**config.mk**
```make
export PLATFORM = sky130hd
export DESIGN_NAME = stream_demux
export DESIGN_NICKNAME = d
export VERILOG_FILES = /design/src/rtl/stream_demux.sv
export SDC_FILE = /design/constraint.sdc
export NUM_CORES = 1
export LEC_CHECK = 0
export BUFFER_PORTS_ARGS = -buffer_cell sky130_fd_sc_hd__clkbuf_2
export CORE_MARGIN = 2
export CORE_UTILIZATION = 45
export DETAILED_ROUTE_END_ITERATION = 10
export PLACE_DENSITY = 0.74
export SYNTH_ARGS = -nofsm -noshare
export SYNTH_HDL_FRONTEND = slang
export SYNTH_SLANG_ARGS = --single-unit
export TNS_END_PERCENT = 1
```
**constraint.sdc**
```tcl
create_clock -name clk -period 3.6 [get_ports clk]
set_input_delay 0.36 -clock clk [delete_from_list [all_inputs] [get_ports clk]]
set_output_delay 0.36 -clock clk [all_outputs]
set_load 0.01 [all_outputs]
```
**src/rtl/stream_demux.sv**
```systemverilog
// ----------------------------------------------------------------------------
// stream_demux
//
// Registered 1-to-N valid/ready stream demultiplexer. Each accepted input
// word is routed to one of N = 2**CH_BITS channels, picked either by an
// explicit select (addressed mode) or by an internal rotating pointer
// (round-robin mode). Every channel owns a one-entry output register, so a
// stalled consumer only blocks words aimed at its own channel.
//
// Parameters:
//   WIDTH    data word width in bits
//   CH_BITS  select width; channel count N = 2**CH_BITS
//
// Ports:
//   clk        rising-edge clock
//   rst        asynchronous, active-high reset
//   mode       0 = addressed (use sel), 1 = round-robin (ignore sel)
//   sel        target channel in addressed mode
//   in_valid   producer has a word
//   in_data    input word
//   in_ready   block accepts the word this cycle
//   out_valid  bit k: channel k register holds a word
//   out_data   channel k word at bits [k*WIDTH +: WIDTH]
//   out_ready  bit k: consumer k takes its word this cycle
//   rr_ptr     current round-robin pointer (status)
// ----------------------------------------------------------------------------
module stream_demux #(
   parameter int WIDTH   = 8,
   parameter int CH_BITS = 2
) (
   input  logic                          clk,
   input  logic                          rst,
   input  logic                          mode,
   input  logic [CH_BITS-1:0]            sel,
   input  logic                          in_valid,
   input  logic [WIDTH-1:0]              in_data,
   output logic                          in_ready,
   output logic [(2**CH_BITS)-1:0]       out_valid,
   output logic [(2**CH_BITS)*WIDTH-1:0] out_data,
   input  logic [(2**CH_BITS)-1:0]       out_ready,
   output logic [CH_BITS-1:0]            rr_ptr
);

   localparam int N = 2**CH_BITS;

   logic [CH_BITS-1:0] target;
   logic               accept;

   // The target depends only on mode/sel/pointer, and readiness only on the
   // target's own register, so in_valid never feeds back into in_ready.
   assign target   = mode ? rr_ptr : sel;
   assign in_ready = ~out_valid[target] | out_ready[target];
   assign accept   = in_valid & in_ready;

   // Per-channel one-entry registers. A load to the target wins over its
   // drain (valid stays 1); every other channel just drains on its own.
   // NOTE: data registers are reset too, because out_data must read as zero
   // right after reset, not merely be "invalid".
   always_ff @(posedge clk or posedge rst) begin
      if (rst) begin
         out_valid <= '0;
         out_data  <= '0;
      end else begin
         for (int k = 0; k < N; k++) begin
            if (accept && (target == CH_BITS'(k))) begin
               out_valid[k]                <= 1'b1;
               out_data[k*WIDTH +: WIDTH]  <= in_data;
            end else if (out_valid[k] && out_ready[k]) begin
               // Data is left untouched so stale contents stay stable.
               out_valid[k] <= 1'b0;
            end
         end
      end
   end

   // The pointer only moves on a round-robin accept, so a full channel makes
   // it wait there instead of skipping ahead. Natural overflow wraps N-1 to 0.
   // NOTE: sequential state uses non-blocking assignments so every register
   // samples pre-edge values regardless of statement order.
   always_ff @(posedge clk or posedge rst) begin
      if (rst) begin
         rr_ptr <= '0;
      end else if (accept && mode) begin
         rr_ptr <= rr_ptr + CH_BITS'(1);
      end
   end

endmodule
```
**Word-level counts from Yosys, hierarchy flattened**

Cells that the tools add are included.

- Add/sub/neg operators: 1
- Order comparisons: 1
- Equal/unequal tests: 3
- Mux-type cells: 13
- Bitwise operators: 3
- Reductions and logical operators: 14

Operators with widths:

| kind | number |
|---|---|
| $mux 1 | 10 |
| $logic_and 1x1->1 | 9 |
| $reduce_bool 2->1 | 4 |
| $bmux 1 s2 | 2 |
| $eq 2x2->1 const B | 2 |
| $lt 2x3->1 const B | 1 |
| $add 2x1->2 const B | 1 |
| $eq 2x1->1 const B | 1 |
| $logic_not 2->1 | 1 |
| $mux 2 | 1 |
| $and 1x1->1 | 1 |
| $not 1->1 | 1 |
| $or 1x1->1 | 1 |

- Register bits after elaboration: 38
- Input bits: 18
- Output and inout bits: 39
- Word-level logic and storage cells: 44

**Depth between registers and ports, before layout**

Gate-level depths: netlist (run 1).

- Word-level depth: 8
- Depth in mapped cells: 5
- Mapped depth without buffers: 4

**Least setup slack after synthesis (run 1)**

No wires, ideal clock.

- Kind: register -> register
- Start: reg rr_ptr[0]
- End: reg out_data[24]
- Arrival: 1.420 ns
- Data required time: 3.475 ns
- Path slack: 2.055 ns
- Stages on the path, launching flop included: 4
- Buffers on the path: 0
- Cells stage by stage: dfrtp_1 > mux2i_2 > nand4b_4 > mux2_2

- Word-level cells in the longest chain between the ends: 7

RTL lines:

| item | RTL line | source |
|---|---|---|
| from (decl) | 41 | `output logic [CH_BITS-1:0] rr_ptr` |
| from (signal assigned) | 84 | `rr_ptr <= rr_ptr + CH_BITS'(1);` |
| $mux 2 (*) | 51 | `assign target = mode ? rr_ptr : sel;` |
| $bmux 1 s2 | 52 | `assign in_ready = ~out_valid[target] \| out_ready[target];` |
| $mux 1 (not written as such) | 52 |  |
| $not 1->1 | 52 |  |
| $or 1x1->1 | 52 |  |
| $and 1x1->1 | 53 | `assign accept = in_valid & in_ready;` |
| $logic_and 1x1->1 (*) | 65 | `if (accept && (target == CH_BITS'(k))) begin` |
| to (signal, indexed assignment) | 67 | `out_data[k*WIDTH +: WIDTH] <= in_data;` |
| to (decl) | 39 | `output logic [(2**CH_BITS)*WIDTH-1:0] out_data,` |

Mark *: on every way between the ends. The rest lies on a longest branch, timed or not. The select of a mux whose other input is x is not followed.
A chain may end at the register's enable or synchronous reset.

**Worst setup path after layout (run 1)**

- Start: reg rr_ptr[0]
- End: out in_ready

- Word-level cells in the longest chain between the ends: 5

RTL lines:

| item | RTL line | source |
|---|---|---|
| $mux 2 (*) | 51 |  |
| $bmux 1 s2 | 52 |  |
| $mux 1 (not written as such) | 52 |  |
| $not 1->1 | 52 |  |
| $or 1x1->1 (*) | 52 |  |
| to (decl) | 37 | `output logic in_ready,` |

Marked as above.

==> results of run 1 <==
[area by class of cell]
class	instances	share of cell area
clock buffers	5	0.0187
clock inverters	3	0.0200
inverters	1	0.00187
multi-input cells	60	0.309
flip-flops and latches	38	0.474
well taps	46	0.0287
repair buffers	58	0.148
[flip-flops by register name (all words and copies together) (netlist names)]
| signal | count |
|---|---|
| out_data | 32 |
| out_valid | 4 |
| rr_ptr | 2 |
[cells by family (layout without fill, tap and decap cells)]
family | Yosys count | after routing | share of synthesized area
flip-flops | 38 | 38 | 0.602
multiplexers | 38 | 38 | 0.277
buffers and inverters | 2 | 67 | 0.00554
AO/OA/AOI/OAI | 5 | 5 | 0.0174
AND/OR/NAND/NOR | 17 | 17 | 0.0975
[worst min path at each step]
stage          startpoint                  endpoint  cells after the start
3_5_place_dp          rst  out_data[17]$_DFFE_PP0P_                      2
4_1_cts        in_data[6]   out_data[6]$_DFFE_PP0P_                      2
3_3_place_gp          rst   out_data[1]$_DFFE_PP0P_                      2
6_report       in_data[6]   out_data[6]$_DFFE_PP0P_                      2
2_1_floorplan  in_data[2]  out_data[10]$_DFFE_PP0P_                      1
5_1_grt        in_data[6]   out_data[6]$_DFFE_PP0P_                      2
[worst max-delay path, delay by kind of cell (launching register included)]
kind	cells	cell delay, ns
buffers and inverters	1	0.15
muxes	2	0.70
DFF	1	0.44
[placed cells by master, fill, tap and decap left out]
master / instances
a21oi_1: 1
buf_4: 1
bufinv_16: 1
clkbuf_2: 56
clkbuf_4: 5
clkinv_2: 2
dfrtp_1: 38
dlygate4sd3_1: 1
inv_1: 1
mux2_2: 33
mux2i_1: 3
mux2i_2: 1
mux2i_4: 1
nand2_1: 5
nand2b_1: 4
nand3_1: 1
nand4_4: 2
nand4b_4: 2
nor2_1: 1
nor2b_1: 1
nor3_1: 1
o21ai_0: 3
o31ai_1: 1
[layer usage]
layer / track usage / wire length [um] / up-vias
met4: 0.0408 / 26 / 0
met3: 0.0554 / 208 / 3
met2: 0.303 / 1620 / 46
met1: 0.232 / 1350 / 508
met5: 0 / 0 / -
li1: - / - / 489
[where the power goes]
part	internal, mW	switching, mW
logic	0.326	0.307
registers	0.629	0.126
clock network	0.144	0.138
total	1.10	0.571
[per-stage QoR]
stage / area [um2] / setup slack [ns] / utilization / cells
3_3_place_gp: 1920 / 1.79 / 0.571 / 202
2_1_floorplan: 1580 / 2.05 / - / 100
6_report: 2010 / 1.61 / 0.597 / 211
4_1_cts: 2010 / 1.59 / 0.597 / 211
5_1_grt: 2010 / 1.48 / 0.597 / 211
3_5_place_dp: 1920 / 1.73 / 0.571 / 202
==> reports/metrics.yaml, run 1 <==
cts:
  cts_resized: 0
  clkLatencyLatePin_ns: 0.34
  path_clk_slew_ns: 0.11
  h-tree-depth: 2
  clk_path_buf_depth: 2
  cts-buffers-inserted: 5
  clockRootBuffer: "clkbuf_4"
  cts_tree: "done"
  post_cts_buffers: 0
  hold_buffers: 1
  clock_sinks: 38
synthesis:
  synth_commonest_cells: "dfrtp_1 (38), mux2_2 (33), nand2_1 (5)"
  synthesis.nets: 118
  async_flop_share: 1.00
  yosysMostFrequentCell: "dfrtp_1"
  synth_warnings: 0
  avgSynthCellArea_um2: 15.8
  syn_area_um2: 1580
  syn-instance-count: 100
  synth_top_cell_by_area: "dfrtp_1"
  ys_seq_area_frac: 0.602
  synth_edf_count: 0
  synth_area_leaders: "dfrtp_1 (60%), mux2_2 (24%), nand4b_4 (3.0%), nand4_4 (2.7%), mux2i_1 (1.9%)"
  synth.top_cell.area_share: 0.602
  ys_ff_latch: 38
  yosysUniqueCellTypes: 18
  synthFlopType: "dfrtp_1"
layout:
  nNetsFinal: 182
  seqCellArea_um2: 951
  synthToLayoutAreaGrowth_pct: 27.1
  layout-drive-gt1-share: 0.630
  multiInputGateArea_um2: 619
  antenna_cells: 0
  n_fill_cell: 300
power:
  leakage_nw: 0.991
  peakVddDrop_v: 0.000473
  power_density_nw_per_um2: 832
  p_total_mw: 1.67
setup_path:
  cp_slowest_stage_delay_ns: 0.45
  cp_cell_sequence: "mux2i_2 -> mux2i_1 -> clkbuf_2"
  crit_path_end: "in_ready"
  startpoint: "rr_ptr[0]$_DFFE_PP0P_"
  r2r-start: "rr_ptr[0]$_DFFE_PP0P_"
  required_ns: 3.24
  cp-end-kind: "primary output"
  crit_fanout: 5
  cpMaxStageDelayCell: "mux2i_2"
  r2r_cells: 3
  start_kind: "flip-flop"
  r2r_end: "out_data[29]$_DFFE_PP0P_"
  rrSetupSlack_ns: 1.91
  critical_path_class: "flip-flop to primary output"
  arrival_ns: 1.63
routing:
  viasPerCell: 4.96
  wl_mm: 3.21
  drc: 0
  drt_iter0_markers: 27
  wire_per_inst_um: 15.2
  vias: 1046
  drtAntennaViolNets: 0
  dr.pass1.iters: 4
timing:
  holdWs_ns: 0.291
  max_slew.worst_pin.slew_ns: 0.515
  fin_crit_sh: 0.553
  fin_crit_ns: 1.99
  rsz0062_at_grt: "no"
  finalMaxSlewViolations: 0
  fmax_ghz: 0.502
  finalHoldViolations: 0
  max_slew_margin: 0.650
  setup_viol: 0
  clock_skew_ns: 0.00570
  tns_ns: 0
placed_design:
  port_buffers: 56
  dp_hpwl_mm: 2.40
  gp_congestion: 0.819
floorplanning:
  rows: 21
  initial_core_util: 0.469
  dieArea_um2: 4000
  io_pins: 57
  coreArea_um2: 3360
  die_h_um: 63.2
  die_w_um: 63.2
grt:
  grt_max_degree: 28
  grt.overflow.total: 0
  grt_pass1_vias: 1078
  grt_pass1_wl_mm: 5.42
  grtUsageTotal: 0.181
  antenna_found_initial: 0
outcome:
  outcome: "completed"
flow_run:
  maxCapViolCount: 0
min_path:
  hp-class: "primary input to flip-flop"
Note: power is estimated with default switching activity, not from simulation.
==> inputs of run 2 (changes only) <==
--- a/config.mk
+++ b/config.mk
@@ -7,9 +7,9 @@
 export LEC_CHECK = 0
 export BUFFER_PORTS_ARGS = -buffer_cell sky130_fd_sc_hd__clkbuf_2
 export CORE_MARGIN = 2
-export CORE_UTILIZATION = 45
+export CORE_UTILIZATION = 44
 export DETAILED_ROUTE_END_ITERATION = 10
-export PLACE_DENSITY = 0.74
+export PLACE_DENSITY = 0.75
 export SYNTH_ARGS = -nofsm -noshare
 export SYNTH_HDL_FRONTEND = slang
 export SYNTH_SLANG_ARGS = --single-unit
==> constraint.sdc (replaced) <==
create_clock -name clk -period 1.6 [get_ports clk]
set_input_delay 0.16 -clock clk [delete_from_list [all_inputs] [get_ports clk]]
set_output_delay 0.16 -clock clk [all_outputs]
set_load 0.01 [all_outputs]
==> run 2 against run 1 <==
  * The flow now finishes with violations (negative setup slack)
  * Final area is 0.13% higher
  * Count of clock-buffer cells in the layout is 2 higher
  * Largest cell class unchanged
  * Register-to-register slack worse by 1.8 ns
  * Largest power group unchanged
  * Clock power is 60% higher
  * Worst setup slack worse by 1.7 ns
==> reports/metrics.yaml, run 2 (same netlist as run 1, synthesis figures left out) <==
outcome:
  outcome: "finished with violations"
  violations: "negative setup slack"
grt:
  grtUsageTotal: 0.183
  antenna_found_initial: 0
  grt_max_degree: 39
  grt_pass1_wl_mm: 5.64
  grt_pass1_vias: 1177
  grt.overflow.total: 0
power:
  power_density_nw_per_um2: 1810
  peakVddDrop_v: 0.000971
  p_total_mw: 3.63
  leakage_nw: 0.993
routing:
  wl_mm: 3.32
  drc: 0
  dr.pass1.iters: 4
  viasPerCell: 5.00
  vias: 1070
  wire_per_inst_um: 15.5
  drtAntennaViolNets: 0
  drt_iter0_markers: 18
setup_path:
  crit_fanout: 4
  arrival_ns: 1.53
  critical_path_class: "flip-flop to primary output"
  cp_slowest_stage_delay_ns: 0.45
  required_ns: 1.44
  cpMaxStageDelayCell: "dfrtp_2"
  cp_cell_sequence: "mux2_4 -> mux2i_1 -> mux2i_1 -> buf_2"
  cp-end-kind: "primary output"
  start_kind: "flip-flop"
  crit_top_cell: "mux2i_1"
floorplanning:
  die_h_um: 63.9
  rows: 21
  dieArea_um2: 4080
  io_pins: 57
  coreArea_um2: 3390
  initial_core_util: 0.466
  die_w_um: 63.9
placed_design:
  pre_cts_slack_ns: 0.0882
  dp_hpwl_mm: 2.46
  gp_congestion: 0.831
  dp_cells: 203
  port_buffers: 56
  place_area_um2: 1930
cts:
  cts_tree: "done"
  clk_path_buf_depth: 2
  cts-buffers-inserted: 5
  path_clk_slew_ns: 0.10
  h-tree-depth: 2
  clock_sinks: 38
  clockRootBuffer: "clkbuf_4"
  clkLatencyLatePin_ns: 0.34
layout:
  antenna_cells: 0
  regMostFlops: "out_data"
  fin_area_um2: 2010
  largest_register_ff_count: 32
  final_cell_mix: "clkbuf_2 (55), dfrtp_1 (37), mux2_2 (32)"
  top_regs: "out_data (32), out_valid (4), rr_ptr (2)"
  nNetsFinal: 186
  final_common_cell: "clkbuf_2"
  final_cells: 214
  layout-drive-gt1-share: 0.631
  utilization: 0.593
  synthToLayoutAreaGrowth_pct: 27.3
flow_run:
  maxCapViolCount: 0
min_path:
  hp-class: "primary input to flip-flop"
timing:
  fin_crit_sh: 1.06
  max_slew_margin: 0.691
  fin_crit_ns: 1.69
  tns_ns: -0.0933
  clock_skew_ns: 0.00771
  fin_ws_ns: -0.0933
  max_slew.worst_pin.slew_ns: 0.464
  finalHoldViolations: 0
  fmax_ghz: 0.591
  holdWs_ns: 0.0959
  finalMaxSlewViolations: 0
  rsz0062_at_grt: "yes"
  setup_viol: 1
-- run 2: final cells by class --
type,count,area (um2)
Fill cell,288,1380
Multi-Input combinational cell,60,623
Tap cell,46,57.6
Clock buffer,7,45.0
Sequential cell,38,952
Inverter,1,3.75
Timing Repair Buffer,62,328
-- run 2: timing repair --
action                     4_1_cts  5_1_grt
setup buffers                    2        1
hold buffers                     1        0
hold endpoints to repair        38        0
resized for setup                2        1
setup endpoints to repair        1        5
gates cloned                     0        0
-- run 2: metal layers --
metal	part of all wire	vias up	routed length, um	track usage
met5	0	-	0	0
met4	0.016	0	53	0.0652
met3	0.073	6	244	0.0651
met2	0.47	45	1570	0.290
met1	0.44	523	1450	0.231
li1	-	496	-	-
-- run 2: path summary, 6_finish.rpt --
path | slack [ns] | end | cells after the start | startpoint
min in group asynchronous | 0.44 | out_data[19]$_DFFE_PP0P_ | 4 | rst
worst min register to register | 0.51 | out_data[1]$_DFFE_PP0P_ | 1 | out_data[1]$_DFFE_PP0P_
worst max register to register | 0.06 | out_data[21]$_DFFE_PP0P_ | 4 | rr_ptr[1]$_DFFE_PP0P_
max in group asynchronous | 0.80 | rr_ptr[1]$_DFFE_PP0P_ | 4 | rst
worst max-delay path | -0.09 | in_ready | 4 | rr_ptr[1]$_DFFE_PP0P_
worst min-delay path | 0.1 | out_data[20]$_DFFE_PP0P_ | 2 | in_data[4]
-- run 2: worst max-delay path: cells and delay by family (launching register included) --
family	cells	cell delay (ns)
flip-flops	1	0.45
multiplexers	3	0.60
buffers and inverters	1	0.16
-- run 2: power by group --
part	switching [mW]	internal (mW)	total (mW)
Combinational	0.721	0.776	1.50
Sequential	0.270	1.42	1.69
Clock	0.284	0.166	0.450
Total	1.28	2.36	3.63
==> inputs of run 3 (changes only) <==
--- a/config.mk
+++ b/config.mk
@@ -5,9 +5,10 @@
 export SDC_FILE = /design/constraint.sdc
 export NUM_CORES = 1
 export LEC_CHECK = 0
+export ABC_AREA = 1
 export BUFFER_PORTS_ARGS = -buffer_cell sky130_fd_sc_hd__clkbuf_2
 export CORE_MARGIN = 2
-export CORE_UTILIZATION = 44
+export CORE_UTILIZATION = 45
 export DETAILED_ROUTE_END_ITERATION = 10
 export PLACE_DENSITY = 0.75
 export SYNTH_ARGS = -nofsm -noshare
==> run 3 against run 2 <==
  * The flow still finishes with violations (negative setup slack)
  * Utilization grew 6.8 points
  * Count of clock-buffer cells in the layout down 1
  * Combinational power grew 21%
  * Worst setup slack better by 0.060 ns
  * Clock power up 120%
  * Highest routed layer unchanged
==> reports/metrics.yaml, run 3 <==
outcome:
  outcome: "finished with violations"
  violations: "negative setup slack"
layout:
  n_fill_cell: 313
  final_cells: 322
  largest_register_ff_count: 32
  layout-drive-gt1-share: 0.372
  top_regs: "out_data (32), out_valid (4), rr_ptr (2)"
  synthToLayoutAreaGrowth_pct: 39.9
  final_common_cell: "nand2_1"
  nNetsFinal: 291
  fin_area_um2: 2440
  final_cell_mix: "nand2_1 (80), clkbuf_2 (55), dfrtp_1 (38)"
  regMostFlops: "out_data"
  utilization: 0.661
  antenna_cells: 0
cts:
  cts_tree: "done"
  clockRootBuffer: "clkbuf_8"
  clkLatencyLatePin_ns: 0.29
  clock_sinks: 38
  cts-buffers-inserted: 5
  clk_path_buf_depth: 2
  path_clk_slew_ns: 0.07
  h-tree-depth: 2
floorplanning:
  die_w_um: 66.2
  dieArea_um2: 4380
  die_h_um: 66.2
  initial_core_util: 0.472
  rows: 22
  io_pins: 57
  coreArea_um2: 3690
timing:
  clock_skew_ns: 0.00683
  finalHoldViolations: 0
  finalMaxSlewViolations: 0
  fin_crit_sh: 1.02
  fin_ws_ns: -0.0330
  holdWs_ns: 0.0431
  setup_viol: 1
  max_slew_margin: 0.514
  fin_crit_ns: 1.63
  max_slew.worst_pin.slew_ns: 0.729
  rsz0062_at_grt: "yes"
  fmax_ghz: 0.612
  tns_ns: -0.0330
grt:
  grt_pass1_wl_mm: 6.74
  grtUsageTotal: 0.207
  antenna_found_initial: 0
  grt.overflow.total: 0
  grt_pass1_vias: 1451
  grt_max_degree: 39
placed_design:
  pre_cts_slack_ns: 0.0219
  port_buffers: 56
  dp_hpwl_mm: 3.05
  dp_cells: 303
  gp_congestion: 0.896
  place_area_um2: 2130
synthesis:
  synth_area_leaders: "dfrtp_1 (55%), nand2_1 (18%), nand4_1 (12%), nand3_4 (4.0%), inv_1 (2.2%)"
  yosysMostFrequentCell: "nand2_1"
  syn-instance-count: 197
  synthesis.nets: 215
  synth_edf_count: 0
  yosysUniqueCellTypes: 17
  synth_warnings: 0
  ys_seq_area_frac: 0.546
  synth_commonest_cells: "nand2_1 (84), dfrtp_1 (38), nand4_1 (34)"
  synth_top_cell_by_area: "dfrtp_1"
  async_flop_share: 1.00
  avgSynthCellArea_um2: 8.84
  synth.top_cell.area_share: 0.546
  syn_area_um2: 1740
  ys_ff_latch: 38
  synthFlopType: "dfrtp_1"
setup_path:
  cp_cell_sequence: "nand2_2 -> nand2_4 -> nand2_2 -> nand2_2 -> nand2_1 -> nand2_1 -> inv_1 -> nand2_2 -> buf_12 -> buf_6"
  startpoint: "rr_ptr[0]$_DFFE_PP0P_"
  r2r-start: "rr_ptr[0]$_DFFE_PP0P_"
  required_ns: 1.44
  cp_top_family: "simple AND/OR/NAND/NOR gates"
  cp-end-kind: "primary output"
  start_kind: "flip-flop"
  critical_path_class: "flip-flop to primary output"
  cp_slowest_stage_delay_ns: 0.39
  cpMaxStageDelayCell: "dfrtp_1"
  cp.buffers_inverters: 3
  rrSetupSlack_ns: 0.01
  arrival_ns: 1.47
  crit_fanout: 6
  crit_top_cell: "nand2_2"
power:
  p_switching_mw: 1.65
  power_density_nw_per_um2: 1840
  seqPwrFrac: 0.368
  leakage_nw: 1.31
  p_total_mw: 4.47
  peakVddDrop_v: 0.000990
  p_sw_frac: 0.369
  p_clk_frac: 0.225
  internal-power_mw: 2.82
  p_comb_frac: 0.407
routing:
  drtAntennaViolNets: 0
  wire_per_inst_um: 13.9
  vias: 1683
  wl_mm: 4.46
  dr.pass1.iters: 4
  viasPerCell: 5.23
  drc: 0
  drt_iter0_markers: 96
flow_run:
  maxCapViolCount: 0
min_path:
  worstHoldStart: "out_ready[2]"
  hp-class: "primary input to flip-flop"
==> run 3: final cells by class <==
type	count	area (um2)	area share
inverters	12	48.8	0.0200
clock inverters	2	60.1	0.0246
well taps	48	60.1	0.0246
repair buffers	73	448	0.184
multi-input cells	143	787	0.323
clock buffers	6	82.6	0.0339
flip-flops and latches	38	951	0.390
==> run 3: path summary, 6_finish.rpt <==
path | endpoint | depth (start not counted)
hold reg to reg | out_data[18]$_DFFE_PP0P_ | 2
min in group asynchronous | rr_ptr[0]$_DFFE_PP0P_ | 4
setup reg to reg | out_data[13]$_DFFE_PP0P_ | 12
hold / removal | out_valid[2]$_DFFE_PP0P_ | 2
setup / recovery | in_ready | 10
max in group asynchronous | out_data[31]$_DFFE_PP0P_ | 4
==> run 3: logic make-up after synthesis <==
| kind of cell | share of synthesized area |
|---|---|
| compound gates | 0.0194 |
| xor+xnor | 0.00503 |
| flops | 0.546 |
| buf+inv | 0.0503 |
| simple gates | 0.379 |
==> run 3: metal layers <==
| layer | GRT usage | part of all wire | wire length, um |
|---|---|---|---|
| met2 | 0.325 | 0.49 | 2200 |
| met5 | 0 | 0 | 0 |
| met1 | 0.271 | 0.44 | 1960 |
| met3 | 0.0647 | 0.055 | 246 |
| met4 | 0.0689 | 0.013 | 60 |
==> run 3: power by group through the flow <==
| stage | Combinational [mW] | Clock [mW] | Sequential [mW] |
|---|---|---|---|
| floorplan | 0.706 | 0 | 1.86 |
| global placement | 1.58 | 0 | 1.66 |
| detailed placement | 1.62 | 0 | 1.67 |
| CTS | 1.71 | 1.02 | 1.65 |
| global route | 2.01 | 1.05 | 1.69 |
| finish | 1.82 | 1.01 | 1.65 |
==> run 3: what timing repair did <==
item | CTS | global route
endpoints found under the setup margin | 4 | 39
gates cloned | 0 | 4
pin swaps | 2 | 3
hold endpoints to repair | 38 | 0
hold buffers | 1 | 0
setup buffers | 6 | 0
gates resized for setup | 2 | 19
